[config.mk]
export PLATFORM = sky130hd
export DESIGN_NAME = key_event_filter
export DESIGN_NICKNAME = d
export VERILOG_FILES = /design/src/rtl/key_event_filter.sv
export SDC_FILE = /design/constraint.sdc
export NUM_CORES = 1
export LEC_CHECK = 0
export ABC_AREA = 1
export CAP_MARGIN = 40
export CORE_ASPECT_RATIO = 1.75
export CORE_MARGIN = 1.5
export CORE_UTILIZATION = 25
export DETAILED_ROUTE_END_ITERATION = 6
export HOLD_SLACK_MARGIN = 0.05
export PLACE_DENSITY = 0.53
export SLEW_MARGIN = 10
export SYNTH_ARGS = -nofsm -noshare
export SYNTH_HDL_FRONTEND = slang
export SYNTH_SLANG_ARGS = --single-unit
[constraint.sdc]
create_clock -name Clk -period 2.8 [get_ports Clk]
set_clock_uncertainty 0.1 [all_clocks]
set_input_delay 0.56 -clock Clk [delete_from_list [all_inputs] [get_ports Clk]]
set_output_delay 0.56 -clock Clk [all_outputs]
set_load 0.02 [all_outputs]
[src/rtl/key_event_filter.sv]
// Debounces an 8-bit raw key code into a held level plus a one-cycle press event.
// Defining KEY_EVENT_FILTER_REPEAT_EN adds auto-repeat of held keys (except pause/menu).
module key_event_filter #(
    parameter int unsigned STABLE_CYCLES = 16,
    parameter int unsigned REPEAT_CYCLES = 4096
) (
    input  logic       Clk,
    input  logic       Reset,
    input  logic [7:0] keycode_raw,
    output logic [7:0] key_level,
    output logic       key_evt,
    output logic [7:0] key_evt_code
);

    localparam int unsigned      CNT_W   = $clog2(STABLE_CYCLES);
    localparam logic [CNT_W-1:0] CNT_MAX = CNT_W'(STABLE_CYCLES - 1);

    localparam logic [1:0] S_IDLE = 2'd0;
    localparam logic [1:0] S_QUAL = 2'd1;
    localparam logic [1:0] S_HELD = 2'd2;
    localparam logic [1:0] S_RELQ = 2'd3;

    localparam logic [7:0] KEY_NONE  = 8'h00;
    localparam logic [7:0] KEY_PAUSE = 8'h13;
    localparam logic [7:0] KEY_MENU  = 8'h10;

    if (STABLE_CYCLES < 2 || STABLE_CYCLES > 65535) begin : g_bad_stable
        $error("key_event_filter: STABLE_CYCLES must be in 2..65535");
    end
    if (REPEAT_CYCLES < 2) begin : g_bad_repeat
        $error("key_event_filter: REPEAT_CYCLES must be at least 2");
    end

    logic [7:0]       raw_q;
    logic [7:0]       cand_q,     cand_d;
    logic [CNT_W-1:0] cnt_q,      cnt_d;
    logic [7:0]       level_q,    level_d;
    logic             evt_q,      evt_d;
    logic [7:0]       evt_code_q, evt_code_d;
    logic [1:0]       state_q,    state_d;

    logic stable;
    logic qualify;
    logic new_press;
    logic rep_fire;

    // A candidate qualifies once it has been seen unchanged for STABLE_CYCLES
    // compares and differs from what is already accepted.
    assign stable  = (raw_q == cand_q);
    assign qualify = stable && (cnt_q == CNT_MAX) && (cand_q != level_q);

    // NOTE: every combinational output gets a default first so no latch is inferred.
    always_comb begin
        cand_d = cand_q;
        cnt_d  = cnt_q;
        if (!stable) begin
            cand_d = raw_q;
            cnt_d  = '0;
        end else if (cnt_q != CNT_MAX) begin
            cnt_d = cnt_q + CNT_W'(1);
        end
    end

    assign level_d = qualify ? cand_q : level_q;

    always_comb begin
        state_d   = state_q;
        new_press = 1'b0;
        case (state_q)
            S_IDLE: begin
                if (raw_q != KEY_NONE) state_d = S_QUAL;
            end
            S_QUAL: begin
                if (qualify) begin
                    state_d   = S_HELD;
                    new_press = 1'b1;
                end else if (raw_q == KEY_NONE) begin
                    state_d = S_IDLE;
                end
            end
            S_HELD: begin
                if (raw_q != level_q) state_d = S_RELQ;
            end
            S_RELQ: begin
                // A qualifying zero is a release; any other qualifying code is a new press.
                if (qualify) begin
                    if (cand_q == KEY_NONE) begin
                        state_d = S_IDLE;
                    end else begin
                        state_d   = S_HELD;
                        new_press = 1'b1;
                    end
                end else if (raw_q == level_q) begin
                    state_d = S_HELD;
                end
            end
            default: state_d = S_IDLE;
        endcase
    end

`ifdef KEY_EVENT_FILTER_REPEAT_EN
    localparam int unsigned      REP_W   = (REPEAT_CYCLES > 2) ? $clog2(REPEAT_CYCLES) : 1;
    localparam logic [REP_W-1:0] REP_MAX = REP_W'(REPEAT_CYCLES - 1);

    logic [REP_W-1:0] rep_q, rep_d;

    // The repeat timer only runs while the key stays in HELD; any exit clears it.
    always_comb begin
        rep_d    = '0;
        rep_fire = 1'b0;
        if (state_q == S_HELD && state_d == S_HELD) begin
            if (rep_q == REP_MAX) begin
                rep_fire = (level_q != KEY_PAUSE) && (level_q != KEY_MENU);
            end else begin
                rep_d = rep_q + REP_W'(1);
            end
        end
    end

    always_ff @(posedge Clk) begin
        if (Reset) begin
            rep_q <= '0;
        end else begin
            rep_q <= rep_d;
        end
    end
`else
    assign rep_fire = 1'b0;
`endif

    assign evt_d      = new_press || rep_fire;
    assign evt_code_d = evt_d ? level_d : KEY_NONE;

    // NOTE: state registers use non-blocking assignments so every flop samples
    // pre-edge values; the reset branch comes first so it overrides all updates.
    always_ff @(posedge Clk) begin
        if (Reset) begin
            raw_q      <= '0;
            cand_q     <= '0;
            cnt_q      <= '0;
            level_q    <= '0;
            evt_q      <= 1'b0;
            evt_code_q <= '0;
            state_q    <= S_IDLE;
        end else begin
            raw_q      <= keycode_raw;
            cand_q     <= cand_d;
            cnt_q      <= cnt_d;
            level_q    <= level_d;
            evt_q      <= evt_d;
            evt_code_q <= evt_code_d;
            state_q    <= state_d;
        end
    end

    assign key_level    = level_q;
    assign key_evt      = evt_q;
    assign key_evt_code = evt_code_q;

endmodule

==> results.json <==
{
  "status": "completed",
  "nFillCells": 763,
  "die-area_sq_um": 7510,
  "htreeDepth": 2,
  "dp_hpwl_um": 3160,
  "n_antenna_cell": 0,
  "p_clk_share_pct": 43.6,
  "synth_top_family_by_area": "simple AND/OR/NAND/NOR gates",
  "wl_um": 3970,
  "cp_data_required_time_ps": 2870,
  "synth-xor-area-share_pct": 3.51,
  "drt_iter0_markers": 53,
  "drc": 0,
  "power.density_nw_per_um2": 534,
  "r2r-start": "cnt_q[0]",
  "postCtsHoldBufs": 0,
  "syn2layout_area_growth_pct": 27.5,
  "power_leakage_nw": 1.01,
  "worst_slew_pin_slew_ps": 650,
  "die_x_um": 66.2,
  "hold_depth": 2,
  "intPower_w": 0.000924,
  "cp.arrival_ps": 2230,
  "ff2ff_path_depth": 6,
  "place_congestion": 0.830,
  "post_cts_buffers": 0,
  "rsz0062_at_grt": "no",
  "io_buffer_count": 26,
  "cts_resized": 0,
  "start_util_pct": 25.6,
  "startpoint_type": "register",
  "synthSimpleGateAreaFrac_pct": 37.3,
  "grt_pass1_vias": 1473,
  "syn-cell-area_sq_um": 1750,
  "maxCapViolations": 0,
  "cts_max_path_buffers": 2,
  "power_w": 0.00119,
  "power.share.combinational_pct": 7.4,
  "yosys.cell_types.count": 27,
  "r2r_setup_slack_ps": 640,
  "min_path_type": "register to register",
  "tritoncts": "yes",
  "core_sq_um": 6810,
  "die_h_um": 114,
  "power_frac_seq_pct": 49.0,
  "hold_viol_final": 0,
  "vias": 1489,
  "path_class": "register to register",
  "fin_setup_tns_ps": 0,
  "synth.avg_cell_area_sq_um": 7.18,
  "ant_nets": 0,
  "cts_root_buf": "clkbuf_16",
  "vdd_ir_drop_max_uv": 245,
  "grt_pass1_wl_um": 6800,
  "ys_warn_count": 0,
  "max_clock_freq_ghz": 0.463,
  "switching_share_pct": 22.2,
  "switching_power_w": 0.000264,
  "firstDrtPassIters": 4,
  "final_layout_size_suffix_gt1_share_pct": 11.4,
  "hp-start": "raw_q[1]",
  "ys_ff_latch": 39,
  "fin_crit_ps": 2160,
  "synth_nets": 254,
  "timing.rr.end": "key_evt_code[2]",
  "setup_viol": 0,
  "grt_max_degree": 20,
  "antenna_found_initial": 0,
  "grtUsageTotal_pct": 11.8,
  "fin_crit_sh_pct": 77.1,
  "yosysSeqAreaShare_pct": 44.7,
  "wire_per_inst_um": 11.1,
  "rows": 40,
  "ios": 27,
  "synth_compound_area_share_pct": 3.23,
  "drv_slew": 0,
  "slew_headroom_pct": 56.5,
  "routed_via_density": 4.18,
  "cp_max_fo": 11,
  "clk_pin_slew_worst_paths_ps": 50,
  "globalRoute.totalOverflow": 0,
  "hold_path_end": "cand_q[1]",
  "cts_sinks": 39,
  "synthAdderAreaFrac_pct": 0.717,
  "final_nets": 284,
  "synthMuxAreaShare_pct": 0,
  "clk_latency_ps": 280,
  "critPathCaptureType": "register",
  "syn_inst": 243,
  "cts_inserted_buffers": 5
}
==> worst max-delay path, stage by stage, from the launching register on <==
cell	delay [ps]
dfxtp_1	370
ha_1	190
nand2_1	100
nor2_1	520
nand3_2	430
o21ai_2	280
nor2_1	70
==> worst max path at each step <==
stage	startpoint	end	slack, ps	depth (start not counted)
final	cnt_q[0]	key_evt_code[2]	640	6
after floorplan	cnt_q[0]	key_evt_code[0]	1210	8
after CTS	cnt_q[0]	key_evt_code[2]	630	6
after global routing	cnt_q[0]	key_evt_code[3]	390	7
after detailed placement	cnt_q[0]	key_evt_code[2]	640	6
after global placement	cnt_q[0]	key_evt_code[2]	750	6
==> layout make-up <==
| cell class | instances | area [sq um] | area share [%] |
|---|---|---|---|
| Tap cell | 84 | 105 | 4.72 |
| Multi-Input combinational cell | 157 | 781 | 35.1 |
| Sequential cell | 39 | 781 | 35.1 |
| Timing Repair Buffer | 27 | 268 | 12.0 |
| Clock buffer | 6 | 129 | 5.79 |
| Inverter | 43 | 161 | 7.26 |
==> metrics by stage <==
step	utilization [%]	hold slack, ps	setup slack, ps	std cells	cell area [sq um]
final	32.7	374	640	356	2220
after global routing	32.7	405	388	356	2220
after CTS	32.7	379	627	356	2220
after detailed placement	30.8	369	639	350	2100
after global placement	30.8	364	750	350	2100
after floorplan	-	351	1210	243	1750
==> logic make-up (layout without fill, tap and decap cells) <==
logic type | Yosys count | in the layout
compound gates | 9 | 9
xor+xnor | 7 | 7
fa+ha+maj | 1 | 1
buf+inv | 47 | 76
flops | 39 | 39
simple gates | 140 | 140
==> cell usage in the layout (no fill, tap or decap), drive strengths merged <==
master / synthesis / final
a211oi: 1 / 1
a21oi: 3 / 3
buf: 1 / 1
clkbuf: 3 / 6
clkdlybuf4s50: 0 / 26
clkinv: 1 / 1
dfxtp: 39 / 39
ha: 1 / 1
inv: 42 / 42
nand2: 62 / 62
nand3: 11 / 11
nand4: 11 / 11
nor2: 47 / 47
nor3: 5 / 5
nor3b: 1 / 1
nor4: 2 / 2
o21ai: 4 / 4
o22ai: 1 / 1
or2: 1 / 1
xnor2: 4 / 4
xor2: 3 / 3
==> cells in the mapped netlist (all sizes together) <==
| cell | count | area share, % |
|---|---|---|
| nand4 | 11 | 3.9 |
| nand3 | 11 | 3.7 |
| ha | 1 | 0.72 |
| clkinv | 1 | 0.21 |
| nor3 | 5 | 1.4 |
| or2 | 1 | 0.36 |
| inv | 42 | 9.0 |
| nor4 | 2 | 0.72 |
| xnor2 | 4 | 2.0 |
| a211oi | 1 | 0.43 |
| xor2 | 3 | 1.5 |
| buf | 1 | 0.65 |
| o22ai | 1 | 0.36 |
| nor3b | 1 | 0.43 |
| dfxtp | 39 | 45 |
| nand2 | 62 | 15 |
| o21ai | 4 | 1.6 |
| nor2 | 47 | 12 |
| clkbuf | 3 | 0.65 |
| a21oi | 3 | 0.86 |
==> state kept, by name, summed over array words and instances (netlist names) <==
name and cells:
cand_q 8, cnt_q 4, key_evt 1, key_evt_code 8, key_level 8, raw_q 8
state_q 2
==> power by group through the flow <==
stage | registers (W) | logic, W | clock network [W]
floorplan | 0.000590 | 0.0000614 | 0
global placement | 0.000594 | 0.0000884 | 0
detailed placement | 0.000594 | 0.0000897 | 0
CTS | 0.000582 | 0.0000899 | 0.000535
global route | 0.000584 | 0.000101 | 0.000555
finish | 0.000582 | 0.0000873 | 0.000518
==> routing by layer <==
metal / global-route usage (%) / wire length [um] / share of wire (%)
met5: 0 / 0 / 0
met4: 4.90 / 73 / 1.8
met3: 1.87 / 89 / 2.2
met2: 23.3 / 2270 / 57
met1: 11.5 / 1530 / 39
Power figures use the tool's default switching activity.
